$ cat config.mk
export PLATFORM = sky130hd
export DESIGN_NAME = combo_lock_param
export DESIGN_NICKNAME = d
export VERILOG_FILES = /design/src/rtl/combo_lock_param.sv
export SDC_FILE = /design/constraint.sdc
export NUM_CORES = 1
export LEC_CHECK = 0
export BUFFER_PORTS_ARGS = -buffer_cell sky130_fd_sc_hd__buf_2
export CAP_MARGIN = 15
export CORE_MARGIN = 3
export CORE_UTILIZATION = 60
export CTS_CLUSTER_DIAMETER = 40
export DETAILED_ROUTE_END_ITERATION = 8
export PLACE_DENSITY = 0.85
export SLEW_MARGIN = 20
export SYNTH_ARGS = -nofsm -noshare
export SYNTH_HDL_FRONTEND = slang
export SYNTH_SLANG_ARGS = --single-unit
$ cat constraint.sdc
create_clock -name Clock -period 2.9 [get_ports Clock]
set_input_delay 0.29 -clock Clock [delete_from_list [all_inputs] [get_ports Clock]]
set_output_delay 0.29 -clock Clock [all_outputs]
set_load 0.01 [all_outputs]
$ cat src/rtl/combo_lock_param.sv
// rtl/combo_lock_param.sv - N-digit combination lock with fail lockout and in-field reprogramming
// The verdict is held back until the last digit so a wrong digit cannot be located by timing.
module combo_lock_param #(
  parameter int DIGIT_WIDTH = 4,
  parameter int NUM_DIGITS = 4,
  parameter logic [NUM_DIGITS*DIGIT_WIDTH-1:0] DEFAULT_CODE = 16'h2323,
  parameter int MAX_FAILS = 3,
  parameter int LOCKOUT_CYCLES = 1024,
  localparam int CW = $clog2(NUM_DIGITS + 1),
  localparam int FW = $clog2(MAX_FAILS + 1)
) (
  input  logic                   Clock,
  input  logic                   Reset,
  input  logic                   Enter,
  input  logic [DIGIT_WIDTH-1:0] Digit,
  input  logic                   Relock,
  input  logic                   Program,
  output logic [2:0]             State,
  output logic                   Open,
  output logic                   Fail,
  output logic                   Lockout,
  output logic [CW-1:0]          DigitCount,
  output logic [FW-1:0]          FailCount
);

  localparam int CODE_W = NUM_DIGITS * DIGIT_WIDTH;
  localparam int TW = (LOCKOUT_CYCLES > 1) ? $clog2(LOCKOUT_CYCLES) : 1;

  localparam logic [2:0] S_LOCKED  = 3'b000;
  localparam logic [2:0] S_ENTRY   = 3'b001;
  localparam logic [2:0] S_OPEN    = 3'b010;
  localparam logic [2:0] S_FAIL    = 3'b011;
  localparam logic [2:0] S_LOCKOUT = 3'b100;
  localparam logic [2:0] S_PROGRAM = 3'b101;

  logic [2:0]             state_q, state_d;
  logic [CODE_W-1:0]      code_q, code_d, shadow_q, shadow_d;
  logic [CW-1:0]          cnt_q, cnt_d;
  logic [FW-1:0]          fails_q, fails_d;
  logic [TW-1:0]          timer_q, timer_d;
  logic                   mismatch_q, mismatch_d;

  logic [DIGIT_WIDTH-1:0] expected_digit;
  logic [CODE_W-1:0]      shadow_wr;
  logic                   first_miss, entry_miss, res_miss, last_digit;
  logic [2:0]             res_state;
  logic [FW-1:0]          res_fails;
  logic [TW-1:0]          res_timer;

  // Digit 0 lives in the most significant slot of the code word.
  always_comb begin
    expected_digit = code_q[CODE_W-1 -: DIGIT_WIDTH];
    shadow_wr      = shadow_q;
    for (int i = 0; i < NUM_DIGITS; i++) begin
      if (cnt_q == CW'(i)) begin
        expected_digit = code_q[(NUM_DIGITS-1-i)*DIGIT_WIDTH +: DIGIT_WIDTH];
        shadow_wr[(NUM_DIGITS-1-i)*DIGIT_WIDTH +: DIGIT_WIDTH] = Digit;
      end
    end
  end

  assign first_miss = (Digit != code_q[CODE_W-1 -: DIGIT_WIDTH]);
  assign entry_miss = mismatch_q | (Digit != expected_digit);
  assign res_miss   = (state_q == S_ENTRY) ? entry_miss : first_miss;
  assign last_digit = (cnt_q == CW'(NUM_DIGITS - 1));

  always_comb begin
    res_state = S_OPEN;
    res_fails = '0;
    res_timer = '0;
    if (res_miss) begin
      if (int'(fails_q) + 1 < MAX_FAILS) begin
        res_state = S_FAIL;
        res_fails = fails_q + FW'(1);
      end else begin
        res_state = S_LOCKOUT;
        res_fails = FW'(MAX_FAILS);
        res_timer = TW'(LOCKOUT_CYCLES - 1);
      end
    end
  end

  always_ff @(posedge Clock or negedge Reset) begin
    if (!Reset) begin
      state_q    <= S_LOCKED;
      code_q     <= DEFAULT_CODE;
      shadow_q   <= DEFAULT_CODE;
      cnt_q      <= '0;
      fails_q    <= '0;
      timer_q    <= '0;
      mismatch_q <= 1'b0;
    end else begin
      state_q    <= state_d;
      code_q     <= code_d;
      shadow_q   <= shadow_d;
      cnt_q      <= cnt_d;
      fails_q    <= fails_d;
      timer_q    <= timer_d;
      mismatch_q <= mismatch_d;
    end
  end

  always_comb begin
    state_d    = state_q;
    code_d     = code_q;
    shadow_d   = shadow_q;
    cnt_d      = cnt_q;
    fails_d    = fails_q;
    timer_d    = timer_q;
    mismatch_d = mismatch_q;
    case (state_q)
      S_LOCKED, S_FAIL: begin
        if (Relock) begin
          state_d = S_LOCKED;
        end else if (Enter) begin
          if (NUM_DIGITS == 1) begin
            state_d    = res_state;
            fails_d    = res_fails;
            timer_d    = res_timer;
            cnt_d      = '0;
            mismatch_d = 1'b0;
          end else begin
            state_d    = S_ENTRY;
            cnt_d      = CW'(1);
            mismatch_d = first_miss;
          end
        end
      end
      S_ENTRY: begin
        if (Relock) begin
          state_d    = S_LOCKED;
          cnt_d      = '0;
          mismatch_d = 1'b0;
        end else if (Enter) begin
          if (last_digit) begin
            state_d    = res_state;
            fails_d    = res_fails;
            timer_d    = res_timer;
            cnt_d      = '0;
            mismatch_d = 1'b0;
          end else begin
            cnt_d      = cnt_q + CW'(1);
            mismatch_d = entry_miss;
          end
        end
      end
      S_OPEN: begin
        if (Relock) begin
          state_d = S_LOCKED;
        end else if (Program) begin
          state_d = S_PROGRAM;
          cnt_d   = '0;
        end
      end
      S_PROGRAM: begin
        if (Relock) begin
          state_d = S_LOCKED;
          cnt_d   = '0;
        end else if (Enter) begin
          if (last_digit) begin
            code_d  = shadow_wr;
            state_d = S_LOCKED;
            cnt_d   = '0;
          end else begin
            shadow_d = shadow_wr;
            cnt_d    = cnt_q + CW'(1);
          end
        end
      end
      S_LOCKOUT: begin
        if (timer_q == '0) begin
          state_d = S_LOCKED;
          fails_d = '0;
        end else begin
          timer_d = timer_q - TW'(1);
        end
      end
      default: begin
        state_d    = S_LOCKED;
        cnt_d      = '0;
        mismatch_d = 1'b0;
      end
    endcase
  end

  always_comb begin
    Open    = (state_q == S_OPEN) || (state_q == S_PROGRAM);
    Fail    = (state_q == S_FAIL) || (state_q == S_LOCKOUT);
    Lockout = (state_q == S_LOCKOUT);
  end

  assign State      = state_q;
  assign DigitCount = cnt_q;
  assign FailCount  = fails_q;

endmodule
Word-level counts from Yosys, hierarchy flattened
Index checks and enable logic that the tools add are counted.
{"block": "totals", "register_bits": 51, "inputBits": 9, "output_inout_bits": 11, "wordCells": 108}
{"block": "op_classes", "n_addsub": 4, "n_lt_le_gt_ge": 1, "eq_ne": 26, "mux": 49, "bitwise": 5, "reduce_logical": 16}
{"cell": "$mux 10", "count": 6}
{"cell": "$mux 3", "count": 19}
{"cell": "$mux 4", "count": 7}
{"cell": "$pmux 10 s2", "count": 1}
{"cell": "$ne 3x3->1 const B", "count": 6}
{"cell": "$ne 2x2->1 const B", "count": 8}
{"cell": "$pmux 3 s5", "count": 1}
{"cell": "$eq 3x2->1 const B", "count": 4}
{"cell": "$mux 2", "count": 6}
{"cell": "$pmux 3 s4", "count": 1}
{"cell": "$reduce_and 4->1", "count": 3}
{"cell": "$logic_not 10->1", "count": 1}
{"cell": "$reduce_and 5->1", "count": 2}
{"cell": "$sub 10x1->10 const B", "count": 1}
{"cell": "$ne 4x4->1", "count": 2}
{"cell": "$reduce_and 7->1", "count": 1}
{"cell": "$eq 3x1->1 const B", "count": 2}
{"cell": "$eq 3x3->1 const B", "count": 2}
{"cell": "$logic_not 3->1", "count": 2}
{"cell": "$mux 1", "count": 6}
{"cell": "$reduce_and 6->1", "count": 1}
{"cell": "$not 1->1", "count": 4}
{"cell": "$pmux 2 s2", "count": 1}
{"cell": "$reduce_or 2->1", "count": 2}
{"cell": "11 further kinds", "count": 12}

Logic depth before layout (Yosys ltp)
Gate-level depths: netlist of the first run.
{"block": "depth", "word_depth": 12, "mapped_depth": 10, "depth_no_buf": 8}

Worst setup path before layout of the first run
Ideal clock, no wire load.
{"block": "synth_path", "kind": "register -> register", "start": "register cnt_q[1] (netlist: DigitCount[1])", "end": "register timer_q[3]", "setup_ps": 131, "arrival_ps": 2556, "required_ps": 2769, "path_slack_ps": 213, "stages_incl_launch_ff": 10, "path_buffers": 1, "period_less_slack_ps": 2687, "cell_sequence": "dfrtp_1 inv_1 ha_1 buf_6 or3b_1 a31oi_1 mux2_4 nor4b_4 a311oi_4 or3_1"}
{"block": "synth_via", "elab_chain_len": 12, "word_cells_on_any_way": 16, "classes_between": "eq/ne (5); mux (9); bitwise (1); reduce/logical (1)"}
{"item": "start: declaration", "line_no": "38", "rtl": "logic [CW-1:0] cnt_q, cnt_d;"}
{"item": "start signal: assignment", "line_no": "96", "rtl": "cnt_q <= cnt_d;"}
{"item": "$eq 3x1->1", "line_no": "55", "rtl": "if (cnt_q == CW'(i)) begin"}
{"item": "$mux 4 (3 in a row)", "line_no": "55"}
{"item": "$ne 4x4->1", "line_no": "63", "rtl": "assign entry_miss = mismatch_q | (Digit != expected_digit);"}
{"item": "$or 1x1->1", "line_no": "63"}
{"item": "$mux 1", "line_no": "64", "rtl": "assign res_miss = (state_q == S_ENTRY) ? entry_miss : first_miss;"}
{"item": "$mux 10", "line_no": "71", "rtl": "if (res_miss) begin"}
{"item": "$mux 10", "line_no": "135", "rtl": "if (last_digit) begin"}
{"item": "$mux 10", "line_no": "134", "rtl": "end else if (Enter) begin"}
{"item": "$mux 10", "line_no": "130", "rtl": "if (Relock) begin"}
{"item": "$pmux 10 s2", "line_no": "111", "rtl": "case (state_q)"}
{"item": "end signal: assignment", "line_no": "98", "rtl": "timer_q <= timer_d;"}
{"item": "end: declaration", "line_no": "40", "rtl": "logic [TW-1:0] timer_q, timer_d;"}
Parallel ways exist; a longest one is shown, timed or not. The select of a mux whose other input is x is not followed.
A chain may end at the register's enable or synchronous reset.

Final worst setup path of the first run
{"block": "layout_path", "start": "register cnt_q[0] (netlist: DigitCount[0])", "end": "register timer_q[3]"}
The elaborated chain is that of the path after synthesis.

==> results.json, run 1 <==
{
  "synthFlopType": "dfrtp_1",
  "routed-wl-met3_um": 392,
  "final_hold_viol_count": 32,
  "p_int_mw": 1.414,
  "via_per_inst": 6.105,
  "drive_above_1_share": 0.2275,
  "cp-start-kind": "flop",
  "outcome": "finished, violations left",
  "cts_tree": "built",
  "cts_root_buf": "clkbuf_8",
  "skew_ns": 0.005526,
  "worstReg2RegStart": "DigitCount[0]",
  "diodes": 0,
  "endpoint_kind": "flop",
  "switching_share": 0.4093,
  "routedWlPerCell_um": 16.54,
  "grt_max_degree": 48,
  "clock-sinks": 47,
  "clock_power_share": 0.172,
  "whs_ns": -0.02743,
  "synth_top_family_by_area": "compound AO/OA/AOI/OAI gates",
  "worstRegToRegCells": 8,
  "fmax_ghz": 0.3667,
  "leakagePower_nw": 1.500,
  "r2r_slack_ns": 0.17,
  "cp_slowest_cell": "dfrtp_1",
  "synth.distinct_cells": 64,
  "fin_util": 0.7059,
  "path_max_fanout": 9,
  "hold_path_class": "primary input to async pin",
  "ys.warnings.count": 0,
  "synth_mux_area_frac": 0.09643,
  "layout.nets": 347,
  "dieHeight_um": 76.07,
  "drt-initial-drc-count": 226,
  "synth_area_leaders": "dfrtp_1 31%, dfstp_2 8.9%, mux2_2 5.7%",
  "pwr-share-seq": 0.364,
  "synth_async_sr_flop_share": 1.000,
  "power_switching_mw": 0.9801,
  "track_usage": 0.2347,
  "rsz0062_at_grt": "no",
  "ys_seq_area_frac": 0.4036,
  "synth_simple_gate_area_frac": 0.1937,
  "synthesis.area_um2": 2945,
  "mostFrequentLayoutCells": "37 x dfrtp_1, 31 x o21ai_0, 29 x nand2_1, 25 x nor2_1, 18 x buf_2",
  "r2r_end": "timer_q[3]",
  "num_vias": 2436,
  "p_total_mw": 2.394,
  "grt_remaining_overflow": 0,
  "period_needed_ns": 2.727,
  "core_um2": 4534,
  "worstPathArrival_ns": 2.92,
  "final_common_cell": "dfrtp_1",
  "synth_edf_count": 0,
  "ctsResizeCount": 0,
  "place.gp.congestion": 0.8667,
  "antenna_left": 0,
  "wl_met1_um": 2968,
  "path_cells": "inv_1 > ha_1 > or3b_1 > a31oi_1 > mux2_4 > nor4b_4 > a311oi_4 > or3_1",
  "critPathBufInv": 1,
  "violations": "negative hold slack",
  "final_area_um2": 3201,
  "final_cells": 399,
  "synth_nets": 331,
  "wl_met2_um": 3148,
  "clkTransAtPathRegs_ns": 0.09,
  "firstDrtPassIters": 7,
  "cts_buffers": 5,
  "area_growth_pct": 8.666,
  "synth_top_area_frac": 0.3144,
  "post_cts_buffers": 0,
  "finalCritPeriodShare": 0.9404,
  "die_area_um2": 5786,
  "combPwrFrac": 0.464,
  "port_buffers": 19,
  "rows": 24,
  "synthCells": 317,
  "drc_errors": 0,
  "synth_adder_area_share": 0.02124,
  "io-pin-count": 20,
  "ctsHoldBuffers": 0,
  "synth_seq_cells": 47,
  "vdd_ir_drop_max_mv": 0.3426,
  "place_area_um2": 3092,
  "tns_ns": 0,
  "synth_compound_area_frac": 0.2137,
  "required_ns": 3.09,
  "wl_um": 6601,
  "cp_slowest_stage_delay_ns": 0.43,
  "relSlewSlack": 0.5252,
  "worst_slew_pin_slew_ns": 0.7044,
  "grt_pass1_wl_um": 11070,
  "die_w_um": 76.07,
  "floorplan.initialDensity": 0.6496,
  "worst-setup-path-type": "flop to flop",
  "synth_largest_area_cell": "dfrtp_1",
  "highest_layer": "met4",
  "placed_cells": 389,
  "synth-xor-area-share": 0.02039,
  "synth.avg_cell_area_um2": 9.291,
  "power_density_nw_per_um2": 748.1,
  "antenna_found_initial": 0,
  "clock_latency_ns": 0.31,
  "crit_family": "simple AND/OR/NAND/NOR gates",
  "htreeDepth": 2,
  "cts_buffer_depth": 2,
  "drv_cap": 0,
  "dpl.hpwl_um": 4680,
  "finalSetupViolCount": 0,
  "grt_pass1_vias": 2244,
  "drv_slew": 0
}
[routing by layer]
metal | global-route usage | up-vias
li1 | - | 1174
met1 | 0.3257 | 1136
met2 | 0.3750 | 113
met3 | 0.04492 | 13
met4 | 0.06884 | 0
met5 | 0 | -
[layout make-up]
cell class / count / area [µm²]
Inverter: 14 / 52.55
Timing Repair Buffer: 30 / 180.2
Clock buffer: 5 / 68.82
Multi-Input combinational cell: 235 / 1607
Sequential cell: 47 / 1189
Fill cell: 337 / 1334
Tap cell: 65 / 81.33
Clock inverter: 3 / 22.52
[Yosys cell counts, types with 4 or more instances]
cell type and instances:
dfrtp_1 37, nor2b_1 7, nor3_1 7, nand2b_1 5
or3_1 5, a21boi_0 5, clkbuf_1 12, mux2i_1 10
ha_1 5, nor2_1 25, o21ai_0 31, inv_1 13
nand2_1 29, buf_2 6, nand3_1 6, a21oi_1 12
dfstp_2 10, xor2_1 4, a211o_1 5, nand4_1 5
mux2_2 15, a211oi_1 7
[sequential cells by signal, indices dropped and copies added (netlist names)]
signal	count
code_q	16
shadow_q	12
timer_q	10
DigitCount	3
State	3
FailCount	2
mismatch_q	1
[per-stage QoR]
stage                     setup WS (ns)  hold slack [ns]
after detailed placement        0.05876           0.4807
after floorplan                  0.2127        -0.005591
after global placement           0.1513           0.4751
after CTS                       0.04051           0.1880
after global routing            0.03311          0.02683
final                            0.1730         -0.02743
[power groups by stage]
stage          logic (mW)  registers [mW]  clock network, mW
2_1_floorplan       0.860           0.860                  0
3_3_place_gp         1.05           0.875                  0
3_5_place_dp         1.07           0.880                  0
4_1_cts              1.08           0.868              0.423
5_1_grt              1.23           0.889              0.453
6_report             1.11           0.872              0.411
[kinds of logic after synthesis]
group           after synthesis
buf+inv                      35
mux                          26
fa+ha+maj                     5
simple gates                109
compound gates               89
flops                        47
xor+xnor                      6
[worst max-delay path by stage]
stage             startpoint          to  slack, ns  cells after the start
5_1_grt        DigitCount[0]  timer_q[3]       0.03                      8
4_1_cts        DigitCount[0]  timer_q[3]       0.04                      8
3_3_place_gp   DigitCount[0]  timer_q[4]       0.15                      8
3_5_place_dp   DigitCount[0]  timer_q[4]       0.06                      8
2_1_floorplan  DigitCount[1]  timer_q[3]       0.21                      9
6_report       DigitCount[0]  timer_q[3]       0.17                      8
No activity file was read; power rests on OpenSTA's default activity.
==> run 2: changes to the inputs <==
Clock period 2.9 ns to 3.5 ns, I/O delays scaled along.
==> results.json, run 2 (synthesized netlist as in run 1, its figures left out) <==
{
  "outcome": "complete, no violations",
  "top_regs": "code_q: 16 flops, shadow_q: 12 flops, timer_q: 10 flops",
  "ctsHoldBuffers": 0,
  "rows": 24,
  "fill_cells": 337,
  "num_vias": 2427,
  "dieHeight_um": 76.07,
  "ctsResizeCount": 0,
  "floorplan.initialDensity": 0.6496,
  "layout.nets": 337,
  "diodes": 0,
  "r2r_slack_ns": 0.50,
  "finalCritPeriodShare": 0.8584,
  "drv_slew": 0,
  "cts_tree": "built",
  "die_area_um2": 5786,
  "cts_root_buf": "clkbuf_8",
  "routedWlPerCell_um": 16.40,
  "firstDrtPassIters": 4,
  "required_ns": 3.69,
  "cp_slowest_stage_delay_ns": 0.44,
  "io-pin-count": 20,
  "crit_family": "simple AND/OR/NAND/NOR gates",
  "finalSetupViolCount": 0,
  "vdd_ir_drop_max_mv": 0.3068,
  "place.gp.congestion": 0.8579,
  "largest_register_ffs": 16,
  "period_needed_ns": 3.004,
  "grt_pass1_wl_um": 11010,
  "drv_cap": 0,
  "worstRegToRegCells": 8,
  "whs_ns": 0.03588,
  "path_max_fanout": 13,
  "final_hold_viol_count": 0,
  "grt_max_degree": 48,
  "area_growth_pct": 6.415,
  "cp-start-kind": "flop",
  "tns_ns": 0,
  "cp_slowest_cell": "or3b_1",
  "regArea_um2": 1189,
  "multi_input_area_um2": 1607,
  "dpl.hpwl_um": 4463,
  "power_density_nw_per_um2": 624.8,
  "antenna_left": 0,
  "core_um2": 4534,
  "worst-setup-path-type": "flop to flop",
  "mostFrequentLayoutCells": "37 x dfrtp_1, 31 x o21ai_0, 29 x nand2_1, 25 x nor2_1, 18 x buf_2",
  "final_area_um2": 3134,
  "die_w_um": 76.07,
  "hold_path_class": "primary input to async pin",
  "top_register": "code_q",
  "drc_errors": 0,
  "cts_buffer_depth": 2,
  "clkTransAtPathRegs_ns": 0.09,
  "worstPathArrival_ns": 3.20,
  "grt_remaining_overflow": 0,
  "clock-sinks": 47,
  "place_area_um2": 3032,
  "critPathBufInv": 1,
  "final_common_cell": "dfrtp_1",
  "skew_ns": 0.006677,
  "r2r_end": "timer_q[3]",
  "worst_slew_pin_slew_ns": 0.7250,
  "cts_buffers": 5,
  "relSlewSlack": 0.5114,
  "post_cts_buffers": 0,
  "fmax_ghz": 0.3329,
  "rsz0062_at_grt": "no",
  "placed_cells": 381,
  "clock_latency_ns": 0.31,
  "final_cells": 389,
  "drt-initial-drc-count": 284,
  "htreeDepth": 2,
  "via_per_inst": 6.239,
  "worstSetupStartpoint": "DigitCount[0]",
  "worstReg2RegStart": "DigitCount[0]",
  "port_buffers": 19,
  "antenna_found_initial": 0,
  "leakagePower_nw": 1.452,
  "path_cells": "inv_1 > ha_1 > or3b_1 > a31oi_1 > mux2_4 > nor4b_4 > a311oi_4 > or3_1",
  "wl_um": 6381,
  "drive_above_1_share": 0.2006,
  "grt_pass1_vias": 2244,
  "track_usage": 0.2311,
  "endpoint_kind": "flop"
}
## run 2: cell types whose count changed in the layout (fill, tap and decap cells not counted), sizes merged
cell / previous run / this run
inv: 15 / 14
clkinv: 2 / 0
buf: 30 / 20
clkbuf: 5 / 8
## run 2: through the flow
stage | util | worst slack (ns) | total power, mW
floorplan | - | 0.8127 | 1.425
global placement | 0.6686 | 0.6030 | 1.560
detailed placement | 0.6686 | 0.5235 | 1.587
CTS | 0.6907 | 0.5258 | 1.951
global route | 0.6912 | 0.3197 | 2.094
finish | 0.6912 | 0.4957 | 1.958
## run 2: layout make-up
type / count / share of cell area
Multi-Input combinational cell: 235 / 0.5126
Timing Repair Buffer: 20 / 0.03353
Tap cell: 65 / 0.02595
Clock buffer: 8 / 0.03194
Inverter: 14 / 0.01677
Sequential cell: 47 / 0.3792
## run 2: per-layer routing
layer / track usage / share of wire / vias up / wire length, µm
met2: 0.3546 / 0.47 / 68 / 2984
met1: 0.3295 / 0.47 / 1187 / 3006
met3: 0.05083 / 0.048 / 8 / 305
met5: 0 / 0 / - / 0
met4: 0.06703 / 0.013 / 0 / 84
li1: - / - / 1164 / -
## run 2: worst max-delay path by stage
stage	endpoint	slack, ns	cells past startpoint
global placement	timer_q[4]	0.60	8
CTS	timer_q[4]	0.53	8
detailed placement	timer_q[3]	0.52	8
finish	timer_q[3]	0.50	8
global route	timer_q[4]	0.32	8
floorplan	timer_q[3]	0.81	9
## run 2: report_power, final
| group | internal [mW] | switching [mW] | total [mW] | leakage (nW) |
|---|---|---|---|---|
| clock network | 0.181 | 0.182 | 0.363 | 0.0515 |
| logic | 0.363 | 0.501 | 0.864 | 0.795 |
| registers | 0.629 | 0.102 | 0.731 | 0.606 |
==> run 3: changes to the inputs <==
Settings changed: ABC_AREA set to 1.
==> results.json, run 3 <==
{
  "ctsResizeCount": 0,
  "firstDrtPassIters": 4,
  "worst_slew_pin_slew_ns": 0.6589,
  "synth_seq_cells": 47,
  "htreeDepth": 2,
  "vdd_ir_drop_max_mv": 0.3205,
  "place.gp.congestion": 0.8540,
  "place_area_um2": 2938,
  "drv_slew": 0,
  "yosysMostFrequentCell": "nand2_1",
  "switching_share": 0.4318,
  "finalSetupViolCount": 0,
  "drive_above_1_share": 0.1953,
  "cts_tree": "built",
  "final_area_um2": 3029,
  "tns_ns": 0,
  "top_regs": "code_q: 16 flops, shadow_q: 12 flops, timer_q: 10 flops",
  "path_cells": "ha_1 > nand2_2 > inv_2 > nor2_1 > nand2_1 > nor2_2 > mux2_2",
  "antenna_left": 0,
  "r2r_slack_ns": 1.07,
  "wl_met1_um": 2855,
  "die_area_um2": 5593,
  "pwr-share-seq": 0.410,
  "period_needed_ns": 2.427,
  "rsz0062_at_grt": "no",
  "cp-start-kind": "flop",
  "fmax_ghz": 0.4121,
  "crit_family": "simple AND/OR/NAND/NOR gates",
  "skew_ns": 0.005049,
  "path_max_fanout": 12,
  "mostFrequentLayoutCells": "101 x nand2_1, 40 x nor2_1, 37 x dfrtp_1, 33 x inv_1, 27 x o21ai_0",
  "post_cts_buffers": 0,
  "drv_cap": 0,
  "layout.nets": 397,
  "wl_um": 5941,
  "synth_edf_count": 0,
  "synth_top_area_frac": 0.3261,
  "clock-sinks": 47,
  "cts_root_buf": "clkbuf_8",
  "synth_adder_area_share": 0.02204,
  "power_density_nw_per_um2": 616.2,
  "dpl.hpwl_um": 4193,
  "synth_simple_gate_area_frac": 0.2891,
  "cts_buffers": 5,
  "required_ns": 3.69,
  "synthesis.area_um2": 2839,
  "critPathBufInv": 1,
  "final_cells": 436,
  "wl_met2_um": 2767,
  "die_w_um": 74.79,
  "grt_pass1_wl_um": 10290,
  "highest_layer": "met4",
  "synth_largest_area_cell": "dfrtp_1",
  "core_um2": 4474,
  "synth_async_sr_flop_share": 1.000,
  "synth_mux_area_frac": 0.05156,
  "synthCells": 364,
  "combPwrFrac": 0.413,
  "ctsHoldBuffers": 0,
  "worstPathArrival_ns": 2.62,
  "dieHeight_um": 74.79,
  "synthFlopType": "dfrtp_1",
  "worst-setup-path-type": "flop to flop",
  "rows": 24,
  "layout_setup_ws_ns": 1.073,
  "clock_latency_ns": 0.30,
  "final_hold_viol_count": 0,
  "grt_pass1_vias": 2282,
  "cp_slowest_stage_delay_ns": 0.52,
  "via_per_inst": 5.631,
  "synth_compound_area_frac": 0.1243,
  "worstReg2RegStart": "DigitCount[0]",
  "final_common_cell": "nand2_1",
  "power_switching_mw": 0.8061,
  "cts_buffer_depth": 2,
  "diodes": 0,
  "crit_path_end": "shadow_q[4]",
  "worstRegToRegCells": 7,
  "leakagePower_nw": 1.523,
  "drt-initial-drc-count": 199,
  "grt_max_degree": 48,
  "synth_commonest_cells": "101 x nand2_1, 40 x nor2_1, 37 x dfrtp_1",
  "synth-xor-area-share": 0.01543,
  "top_register": "code_q",
  "io-pin-count": 20,
  "endpoint_kind": "flop",
  "largest_register_ffs": 16,
  "worstSetupStartpoint": "DigitCount[0]",
  "synth_top_family_by_area": "simple AND/OR/NAND/NOR gates",
  "r2r_end": "shadow_q[4]",
  "clock_power_share": 0.177,
  "synth_nets": 378,
  "dp_slack_ns": 1.107,
  "routedWlPerCell_um": 13.63,
  "relSlewSlack": 0.5593,
  "drc_errors": 0,
  "port_buffers": 19,
  "placed_cells": 428,
  "floorplan.initialDensity": 0.6345,
  "worst-path-stages": 7,
  "synth.avg_cell_area_um2": 7.799,
  "ys.warnings.count": 0,
  "area_growth_pct": 6.699,
  "antenna_found_initial": 0,
  "synth_area_leaders": "dfrtp_1 33%, nand2_1 13%, dfstp_2 9.3%",
  "hold_path_class": "primary input to async pin",
  "finalCritPeriodShare": 0.6934,
  "grt_remaining_overflow": 0,
  "num_vias": 2455,
  "outcome": "complete, no violations",
  "synth.distinct_cells": 39,
  "cp_slowest_cell": "nor2_2",
  "clkTransAtPathRegs_ns": 0.09,
  "ys_seq_area_frac": 0.4187,
  "routed-wl-met3_um": 263,
  "track_usage": 0.2340,
  "p_int_mw": 1.061
}
run 3: cell types whose count changed after synthesis, sizes merged, moves of 5 or more:
cell	before	now
a21boi	5	0
inv	14	42
mux2i	10	0
a21oi	12	23
a211o	5	0
a211oi	7	0
nand3	6	22
nand2	29	105
nor2	25	45
nand2b	5	0
nor2b	7	0
clkbuf	12	0
run 3: power by group through the flow:
| stage | Combinational [mW] | Sequential, mW | Clock [mW] |
|---|---|---|---|
| finish | 0.771 | 0.766 | 0.330 |
| global route | 0.885 | 0.783 | 0.360 |
| floorplan | 0.610 | 0.761 | 0 |
| CTS | 0.770 | 0.763 | 0.339 |
| global placement | 0.741 | 0.766 | 0 |
| detailed placement | 0.763 | 0.771 | 0 |
run 3: layout make-up:
class                           count  area, µm²
Sequential cell                    47       1189
Clock buffer                        5      68.82
Fill cell                         360       1445
Tap cell                           52      65.06
Clock inverter                      3      20.02
Timing Repair Buffer               19      97.59
Multi-Input combinational cell    268       1426
Inverter                           42      162.7
run 3: worst min path at each step:
stage | start | endpoint | cells after the start
floorplan | Reset | DigitCount[0] | 0
global placement | code_q[9] | code_q[9] | 2
detailed placement | code_q[9] | code_q[9] | 2
CTS | Reset | code_q[14] | 1
global route | Reset | DigitCount[1] | 1
finish | Reset | State[0] | 1
run 3: stage by stage:
stage	total power, mW	hold slack, ns	utilization
after floorplan	1.371	0.05441	-
after CTS	1.872	0.2663	0.6765
after global placement	1.507	0.4580	0.6566
after detailed placement	1.535	0.4596	0.6566
after global routing	2.028	0.09343	0.6770
final	1.867	0.04234	0.6770
run 3: logic make-up after synthesis:
group	after synthesis
AO/OA/AOI/OAI	61
XOR/XNOR	5
multiplexers	13
buffers and inverters	49
flip-flops	47
AND/OR/NAND/NOR	184
adder cells (fa/ha/maj)	5
run 3: per-layer routing:
layer	track usage	vias up
met1	0.3246	1177
met3	0.03338	5
met5	0	-
met2	0.3746	52
met4	0.08498	0
li1	-	1221
